==> src/rtl/side_sensor.sv <==
// Side-road vehicle detector: synchronizes and debounces the inductive loop,
// counts waiting vehicles, and retires one vehicle per DEPART_CYCLES green cycles.
module side_sensor #(
    parameter int DEB_CYCLES    = 2,
    parameter int DEPART_CYCLES = 3,
    parameter int QMAX          = 255
) (
    input  logic       clk,
    input  logic       rst,
    input  logic       loop_raw,
    input  logic [2:0] side_road,
    output logic       SENSOR,
    output logic [7:0] queue_cnt,
    output logic       overflow
);

    localparam logic [4:0] DEB_N  = 5'(DEB_CYCLES);
    localparam logic [8:0] DEP_N  = 9'(DEPART_CYCLES);
    localparam logic [7:0] QMAX_V = 8'(QMAX);
    localparam logic [2:0] GREEN  = 3'b001;

    typedef enum logic [1:0] {
        IDLE     = 2'd0,
        RISE_CHK = 2'd1,
        OCCUPIED = 2'd2,
        FALL_CHK = 2'd3
    } deb_state_e;

    logic       sync1_q, loop_s_q;
    deb_state_e state_q, state_d;
    logic [3:0] deb_cnt_q, deb_cnt_d;
    logic [4:0] deb_inc;
    logic       arrival;

    logic [7:0] dep_tmr_q, dep_tmr_d;
    logic [8:0] dep_inc;
    logic       depart;

    logic [7:0] queue_q, queue_d;
    logic       sensor_q, sensor_d;
    logic       ovf_q, ovf_d;

    always_ff @(posedge clk) begin
        if (rst) begin
            sync1_q  <= 1'b0;
            loop_s_q <= 1'b0;
        end else begin
            sync1_q  <= loop_raw;
            loop_s_q <= sync1_q;
        end
    end

    // Debounce FSM: arrival fires on the edge that accepts a stable rising loop.
    assign deb_inc = {1'b0, deb_cnt_q} + 5'd1;

    always_comb begin
        state_d   = state_q;
        deb_cnt_d = deb_cnt_q;
        arrival   = 1'b0;
        case (state_q)
            IDLE: begin
                if (loop_s_q) begin
                    if (DEB_N <= 5'd1) begin
                        state_d   = OCCUPIED;
                        deb_cnt_d = 4'd0;
                        arrival   = 1'b1;
                    end else begin
                        state_d   = RISE_CHK;
                        deb_cnt_d = 4'd1;
                    end
                end
            end
            RISE_CHK: begin
                if (!loop_s_q) begin
                    state_d   = IDLE;
                    deb_cnt_d = 4'd0;
                end else if (deb_inc >= DEB_N) begin
                    state_d   = OCCUPIED;
                    deb_cnt_d = 4'd0;
                    arrival   = 1'b1;
                end else begin
                    deb_cnt_d = deb_inc[3:0];
                end
            end
            OCCUPIED: begin
                if (!loop_s_q) begin
                    if (DEB_N <= 5'd1) begin
                        state_d   = IDLE;
                        deb_cnt_d = 4'd0;
                    end else begin
                        state_d   = FALL_CHK;
                        deb_cnt_d = 4'd1;
                    end
                end
            end
            FALL_CHK: begin
                if (loop_s_q) begin
                    state_d   = OCCUPIED;
                    deb_cnt_d = 4'd0;
                end else if (deb_inc >= DEB_N) begin
                    state_d   = IDLE;
                    deb_cnt_d = 4'd0;
                end else begin
                    deb_cnt_d = deb_inc[3:0];
                end
            end
            default: begin
                state_d   = IDLE;
                deb_cnt_d = 4'd0;
            end
        endcase
    end

    always_ff @(posedge clk) begin
        if (rst) begin
            state_q   <= IDLE;
            deb_cnt_q <= 4'd0;
        end else begin
            state_q   <= state_d;
            deb_cnt_q <= deb_cnt_d;
        end
    end

    // Departure timer: any non-green code, legal or not, restarts the count.
    assign dep_inc = {1'b0, dep_tmr_q} + 9'd1;

    always_comb begin
        dep_tmr_d = 8'd0;
        depart    = 1'b0;
        if (side_road == GREEN) begin
            if (dep_inc >= DEP_N) begin
                depart = 1'b1;
            end else begin
                dep_tmr_d = dep_inc[7:0];
            end
        end
    end

    always_ff @(posedge clk) begin
        if (rst) dep_tmr_q <= 8'd0;
        else     dep_tmr_q <= dep_tmr_d;
    end

    // Coincident arrival and departure cancel, even at the empty/full limits.
    always_comb begin
        queue_d = queue_q;
        ovf_d   = ovf_q;
        if (arrival && !depart) begin
            if (queue_q >= QMAX_V) ovf_d = 1'b1;
            else                   queue_d = queue_q + 8'd1;
        end else if (depart && !arrival) begin
            if (queue_q != 8'd0) queue_d = queue_q - 8'd1;
        end
        sensor_d = (queue_d != 8'd0);
    end

    always_ff @(posedge clk) begin
        if (rst) begin
            queue_q  <= 8'd0;
            sensor_q <= 1'b0;
            ovf_q    <= 1'b0;
        end else begin
            queue_q  <= queue_d;
            sensor_q <= sensor_d;
            ovf_q    <= ovf_d;
        end
    end

    assign SENSOR    = sensor_q;
    assign queue_cnt = queue_q;
    assign overflow  = ovf_q;

endmodule

==> config.mk <==
export PLATFORM = sky130hd
export DESIGN_NAME = side_sensor
export DESIGN_NICKNAME = d
export VERILOG_FILES = /design/src/rtl/side_sensor.sv
export SDC_FILE = /design/constraint.sdc
export NUM_CORES = 1
export LEC_CHECK = 0
export CAP_MARGIN = 40
export CORE_AREA = 4 4 55 67
export DETAILED_ROUTE_END_ITERATION = 6
export DIE_AREA = 0 0 59 71
export DONT_BUFFER_PORTS = 1
export PLACE_DENSITY = 0.6
export RECOVER_POWER = 100
export SETUP_SLACK_MARGIN = 0.02
export SYNTH_ARGS = -nofsm -noshare
export SYNTH_HDL_FRONTEND = slang
export SYNTH_SLANG_ARGS = --single-unit
==> constraint.sdc <==
create_clock -name clk -period 3.1 [get_ports clk]
set_input_delay 0.31 -clock clk [delete_from_list [all_inputs] [get_ports clk]]
set_output_delay 0.31 -clock clk [all_outputs]
set_load 0.01 [all_outputs]
==> results of run 1 <==
-- timing repair --
| item | 4_1_cts | 5_1_grt |
|---|---|---|
| resized for setup | 0 | 2 |
| hold endpoints to repair | 0 | 0 |
| buffers inserted | 0 | 2 |
| endpoints found under the setup margin | 0 | 1 |
-- logic make-up (layout without fill, tap and decap cells) --
logic type      Yosys count  count (layout)  share of synthesized area
xor+xnor                  2               2                     0.0119
flops                    26              26                      0.353
mux                       2               2                     0.0136
other cells               1               6                    0.00255
fa+ha+maj                 7               7                     0.0595
simple gates             74              74                      0.268
buf+inv                  14              16                     0.0459
compound gates           41              41                      0.245
-- state kept, by name (all words and copies together) (netlist names), named ones only --
register and cells:
SENSOR 1, deb_cnt_q 4, dep_tmr_q 8, loop_s_q 1, overflow 1, queue_cnt 8
state_q 1, sync1_q 1
-- per-layer routing --
metal	vias to the layer above	wire (um)	GRT usage	part of all wire
met2	30	1680	0.292	0.52
met5	-	0	0	0
met3	4	157	0.0274	0.048
met1	599	1380	0.197	0.43
met4	0	24	0.0453	0.0074
li1	633	-	-	-
-- cell usage after synthesis, types with 3 or more instances --
cell type   n  share of area
nor3_1      6          0.020
dfxtp_1    26           0.35
nor2_1     18          0.046
nand2b_1    3          0.013
nand4_1     4          0.017
nor3b_1     3          0.015
a211oi_1    4          0.020
and2_1      4          0.017
nor2b_1     5          0.021
o21ai_0     3          0.010
a32oi_1     3          0.018
nand2_1     7          0.018
clkbuf_1    3         0.0076
ha_1        7          0.059
and3_1      8          0.034
inv_1       9          0.023
a21oi_1     4          0.014
nand3_1     7          0.024
nor4_1      4          0.017
a311oi_1    3          0.018
-- final cells by class --
type,count,area share
multi-input cells,132,0.575
flip-flops and latches,26,0.330
well taps,36,0.0285
inverters,9,0.0214
clock inverters,1,0.0190
clock buffers,3,0.0143
repair buffers,3,0.0119
-- worst paths after layout --
check / to / slack, ns / cells after the start
max: SENSOR$_SDFF_PP0_ / 0.27 / 10
min: queue_cnt[1]$_SDFF_PP0_ / 0.04 / 1
max reg2reg: SENSOR$_SDFF_PP0_ / 0.27 / 10
min reg2reg: loop_s_q$_SDFF_PP0_ / 0.45 / 1
-- worst reg2reg max path, delay by kind of cell (launching register included) --
family	cells	cell delay, ns
fa+ha+maj	1	0.30
flops	1	0.46
compound gates	6	1.52
buf+inv	1	0.18
mux	1	0.10
simple gates	1	0.14
-- metrics by stage --
stage,hold slack [ns],power [mW]
floorplan,0.382,0.567
global route,0.00790,0.903
CTS,0.0247,0.852
detailed placement,0.385,0.620
global placement,0.384,0.617
finish,0.0422,0.853
-- power by group --
part,switching [mW],internal (mW)
Sequential,0.0542,0.361
Combinational,0.124,0.0856
Clock,0.0983,0.131
==> metrics.cfg, run 1 <==
[clock_network]
clockBufferDepth=2
clk_latency_ns=0.32
cts_buffers=3
cts_sinks=26
root_buffer=clkbuf_4
cts_tree=done
hold_buffers=0
ctsHtreeMaxLevel=1
cts.clk_slew.worst_paths_ns=0.14

[critical_path]
worst-path-buf-inv=1
crit_type=reg -> reg
startpoint=dep_tmr_q[0]$_SDFF_PP0_
start_kind=flip-flop
arrival_ns=3.01
crit_slowest_cell=dfxtp_1
cp_max_fo=8
cp_data_required_time_ns=3.28
end_kind=flip-flop
crit_family=compound AO/OA/AOI/OAI gates
cp_cell_sequence=ha_1 -> nand4_1 -> a221oi_2 -> o221ai_2 -> a211oi_4 -> buf_4 -> a22o_1 -> mux2i_1 -> a2111oi_2 -> a41oi_1
cpPeakStageDelay_ns=0.46
rr_startpoint=dep_tmr_q[0]$_SDFF_PP0_

[finish]
final_cells=210
layout-drive-gt1-share=0.0805
syn_to_final_growth_pct=7.14
final_common_cell=dfxtp_1
seq_area_um2=520
diodes=0
final_cell_mix=dfxtp_1 (26), nor2_1 (18), inv_1 (9)
final_util=0.521
finish.net_count=188
finalInstanceArea_um2=1580
multi_input_area_um2=907
n_fill_cell=312

[status]
status=finished clean

[placement]
portBuffers=0
place_area_um2=1510
hpwl_um=2450
dp.cells=204
gp_congestion=0.910
dp_slack_ns=0.182

[timing]
fin_skew_ns=0.00521
layout_setup_ws_ns=0.270
tns_ns=0
relSlewSlack=0.476
min_period_ns=2.83
tightest_slew_ns=0.785
hold_viol_final=0
slew_viol_final=0
setup_viol=0
period_share=0.913
timing.fmax_ghz=0.353
rsz0062_at_grt=no

[yosys]
synth_area_um2=1470
netlist_instances=167
synth_edf_count=0
ys.flop_type=dfxtp_1
ys_types=50
synthArstFlopShare=0
syn_avg_cell_area_um2=8.82
ys_ff_latch=26
yosysSeqAreaShare=0.353
synth_warnings=0

[drt]
drt-total-wl_um=3240
wl_per_cell_um=15.4
drtIter0Drc=59
dr.pass1.iters=4
drc=0
viasPerCell=6.03
final_antenna_net_count=0
via_count=1266

[global_routing]
track_usage=0.164
grt_pass1_vias=1183
overflow=0
grt_max_degree=19
grt_antenna_before_repair=0
grt_pass1_wl_um=5440

[die]
die_area_um2=4190
initial_core_util=0.486
die_y_um=71
ios=16
die_x_um=59
fp-row-count=22
coreArea_um2=3030

[min_path]
hp-start=rst
worstHoldPathType=in -> reg

[run]
cap_violations=0

[pwr]
leakage_nw=0.578
peakVddDrop_mv=0.307
powerDensity_nw_per_um2=541

Note: power is estimated with default switching activity, not from simulation.
==> inputs of run 2 (changes only) <==
--- a/config.mk
+++ b/config.mk
@@ -5,12 +5,13 @@
 export SDC_FILE = /design/constraint.sdc
 export NUM_CORES = 1
 export LEC_CHECK = 0
+export ABC_AREA = 1
 export CAP_MARGIN = 40
-export CORE_AREA = 4 4 55 67
+export CORE_AREA = 4 4 69 84
 export DETAILED_ROUTE_END_ITERATION = 6
-export DIE_AREA = 0 0 59 71
+export DIE_AREA = 0 0 73 88
 export DONT_BUFFER_PORTS = 1
-export PLACE_DENSITY = 0.6
+export PLACE_DENSITY = 0.44
 export RECOVER_POWER = 100
 export SETUP_SLACK_MARGIN = 0.02
 export SYNTH_ARGS = -nofsm -noshare
==> metrics.cfg, run 2 <==
[status]
status=finished clean

[timing]
rsz0062_at_grt=no
tns_ns=0
slew_viol_final=0
timing.fmax_ghz=0.421
period_share=0.766
setup_viol=0
fin_skew_ns=0.00721
whs_ns=0.0864
layout_setup_ws_ns=0.725
hold_viol_final=0
min_period_ns=2.37

[drt]
drtIter0Drc=55
via_count=1506
viasPerCell=4.74
final_antenna_net_count=0
drt-total-wl_um=3720
drc=0
dr.pass1.iters=4
wl_per_cell_um=11.7

[yosys]
synth_compound_area_frac=0.0779
synthAdderAreaFrac=0.0529
ys.flop_type=dfxtp_1
synthMuxAreaShare=0
ys_ff_latch=26
ys_types=29
synth_top_family_by_area=simple AND/OR/NAND/NOR gates
synth-xor-area-share=0.0423
synth_warnings=0
yosysTopAreaCell=dfxtp_1
synth_top_cell_area_share=0.314
synth.top_cells.by_count=nand2_1 (66), nor2_1 (31), inv_1 (30)
syn_avg_cell_area_um2=6.57
yosys.area_share.simple=0.420
yosys-top-cells-area=dfxtp_1 (31%), nand2_1 (15%), nor2_1 (7.0%)
synth_area_um2=1660
yosysSeqAreaShare=0.314
synthArstFlopShare=0
netlist_instances=252
synth_most_common_cell=nand2_1
synth_edf_count=0

[pwr]
combPwrFrac=0.240
powerDensity_nw_per_um2=497
sequentialPowerShare=0.443
p_total_uw=890
clockPowerShare=0.316
leakage_nw=0.856
p_int_uw=609
peakVddDrop_mv=0.244
switching_share=0.316
p_switching_uw=281

[placement]
gp_congestion=0.769
dp_slack_ns=0.760
hpwl_um=2990
portBuffers=0
place_area_um2=1730

[clock_network]
ctsHtreeMaxLevel=1
cts_resized=0
postCtsSetupRepairBufs=0
cts_buffers=3
root_buffer=clkbuf_8
clk_latency_ns=0.27
cts_sinks=26
clockBufferDepth=2
cts_tree=done
cts.clk_slew.worst_paths_ns=0.09
hold_buffers=0

[finish]
finish.net_count=272
diodes=0
syn_to_final_growth_pct=8.24
final_cell_mix=nand2_1 (67), inv_1 (33), nor2_1 (32)
final_common_cell=nand2_1
layout-drive-gt1-share=0.0736
finalInstanceArea_um2=1790

[die]
die_area_um2=6420
die_x_um=73
die_y_um=88
ios=16
fp-row-count=28
coreArea_um2=4940
initial_core_util=0.335

[critical_path]
cpPeakStageDelay_ns=0.40
crit_slowest_cell=dfxtp_1
cp_data_required_time_ns=3.27
crit_family=simple AND/OR/NAND/NOR gates
worst-path-buf-inv=2
arrival_ns=2.55
crit_cells=15
crit_top_cell=nand2_1
cp_cell_sequence=inv_1 -> ha_1 -> o21ai_0 -> nor2_1 -> nand2_1 -> nor2_4 -> nand3_4 -> nand2_1 -> nand2_2 -> inv_1 -> nand3_1 -> nand2_1 -> nand2_1 -> nor2_1 -> a21oi_2
reg2reg_depth=15
start_kind=flip-flop
end_kind=flip-flop
crit_type=reg -> reg
cp_max_fo=13

[global_routing]
track_usage=0.128
overflow=0
grt_max_degree=18
grt_pass1_wl_um=6530
grt_pass1_vias=1458
grt_antenna_before_repair=0

[min_path]
holdPathStages=1
worstHoldPathType=in -> reg

[run]
cap_violations=0

-- run 2: changes by cell type after synthesis, sizes merged, moves of 7 or more --
cell,delta
nand2,+63
inv,+25
nor2,+18
nand3,+15
and3,-8
nand4,+7
xor2,+7
-- run 2: final timing paths --
check,slack [ns],end,from
setup / recovery,0.73,SENSOR$_SDFF_PP0_,dep_tmr_q[0]$_SDFF_PP0_
hold / removal,0.09,SENSOR$_SDFF_PP0_,rst
setup reg to reg,0.73,SENSOR$_SDFF_PP0_,dep_tmr_q[0]$_SDFF_PP0_
hold reg to reg,0.42,loop_s_q$_SDFF_PP0_,sync1_q$_SDFF_PP0_
-- run 2: worst register-to-register path: cells and delay by family (launching register included) --
| kind | cells | cell delay [ns] |
|---|---|---|
| flip-flops | 1 | 0.40 |
| AND/OR/NAND/NOR | 10 | 1.16 |
| buffers and inverters | 2 | 0.28 |
| adder cells (fa/ha/maj) | 1 | 0.30 |
| AO/OA/AOI/OAI | 2 | 0.14 |
-- run 2: cell families (layout without fill, tap and decap cells) --
family                   Yosys count  after routing
XOR/XNOR                           8              8
flip-flops                        26             26
AO/OA/AOI/OAI                     21             21
buffers and inverters             38             39
adder cells (fa/ha/maj)            7              7
other                              1              6
AND/OR/NAND/NOR                  151            151
-- run 2: final cells by class --
type                            instances  area (um2)
Fill cell                             545        3150
Clock buffer                            3        41.3
Inverter                               34         128
Tap cell                               60        75.1
Timing Repair Buffer                    1        7.51
Sequential cell                        26         520
Multi-Input combinational cell        193         990
Clock inverter                          1        30.0
-- run 2: stage by stage --
step,cells,utilization
after global placement,314,0.351
after global routing,318,0.363
after detailed placement,314,0.351
after CTS,318,0.366
after floorplan,257,-
final,318,0.363
-- run 2: per-layer routing --
layer,vias up,track usage,share of wire
met5,-,0,0
met3,6,0.0299,0.053
li1,813,-,-
met4,0,0.0419,0.014
met2,41,0.200,0.45
met1,646,0.171,0.48
-- run 2: power by group through the flow --
stage / clock, mW / sequential (mW) / combinational [mW]
floorplan: 0 / 0.392 / 0.178
global placement: 0 / 0.404 / 0.219
detailed placement: 0 / 0.403 / 0.214
CTS: 0.291 / 0.395 / 0.216
global route: 0.306 / 0.398 / 0.249
finish: 0.281 / 0.395 / 0.214
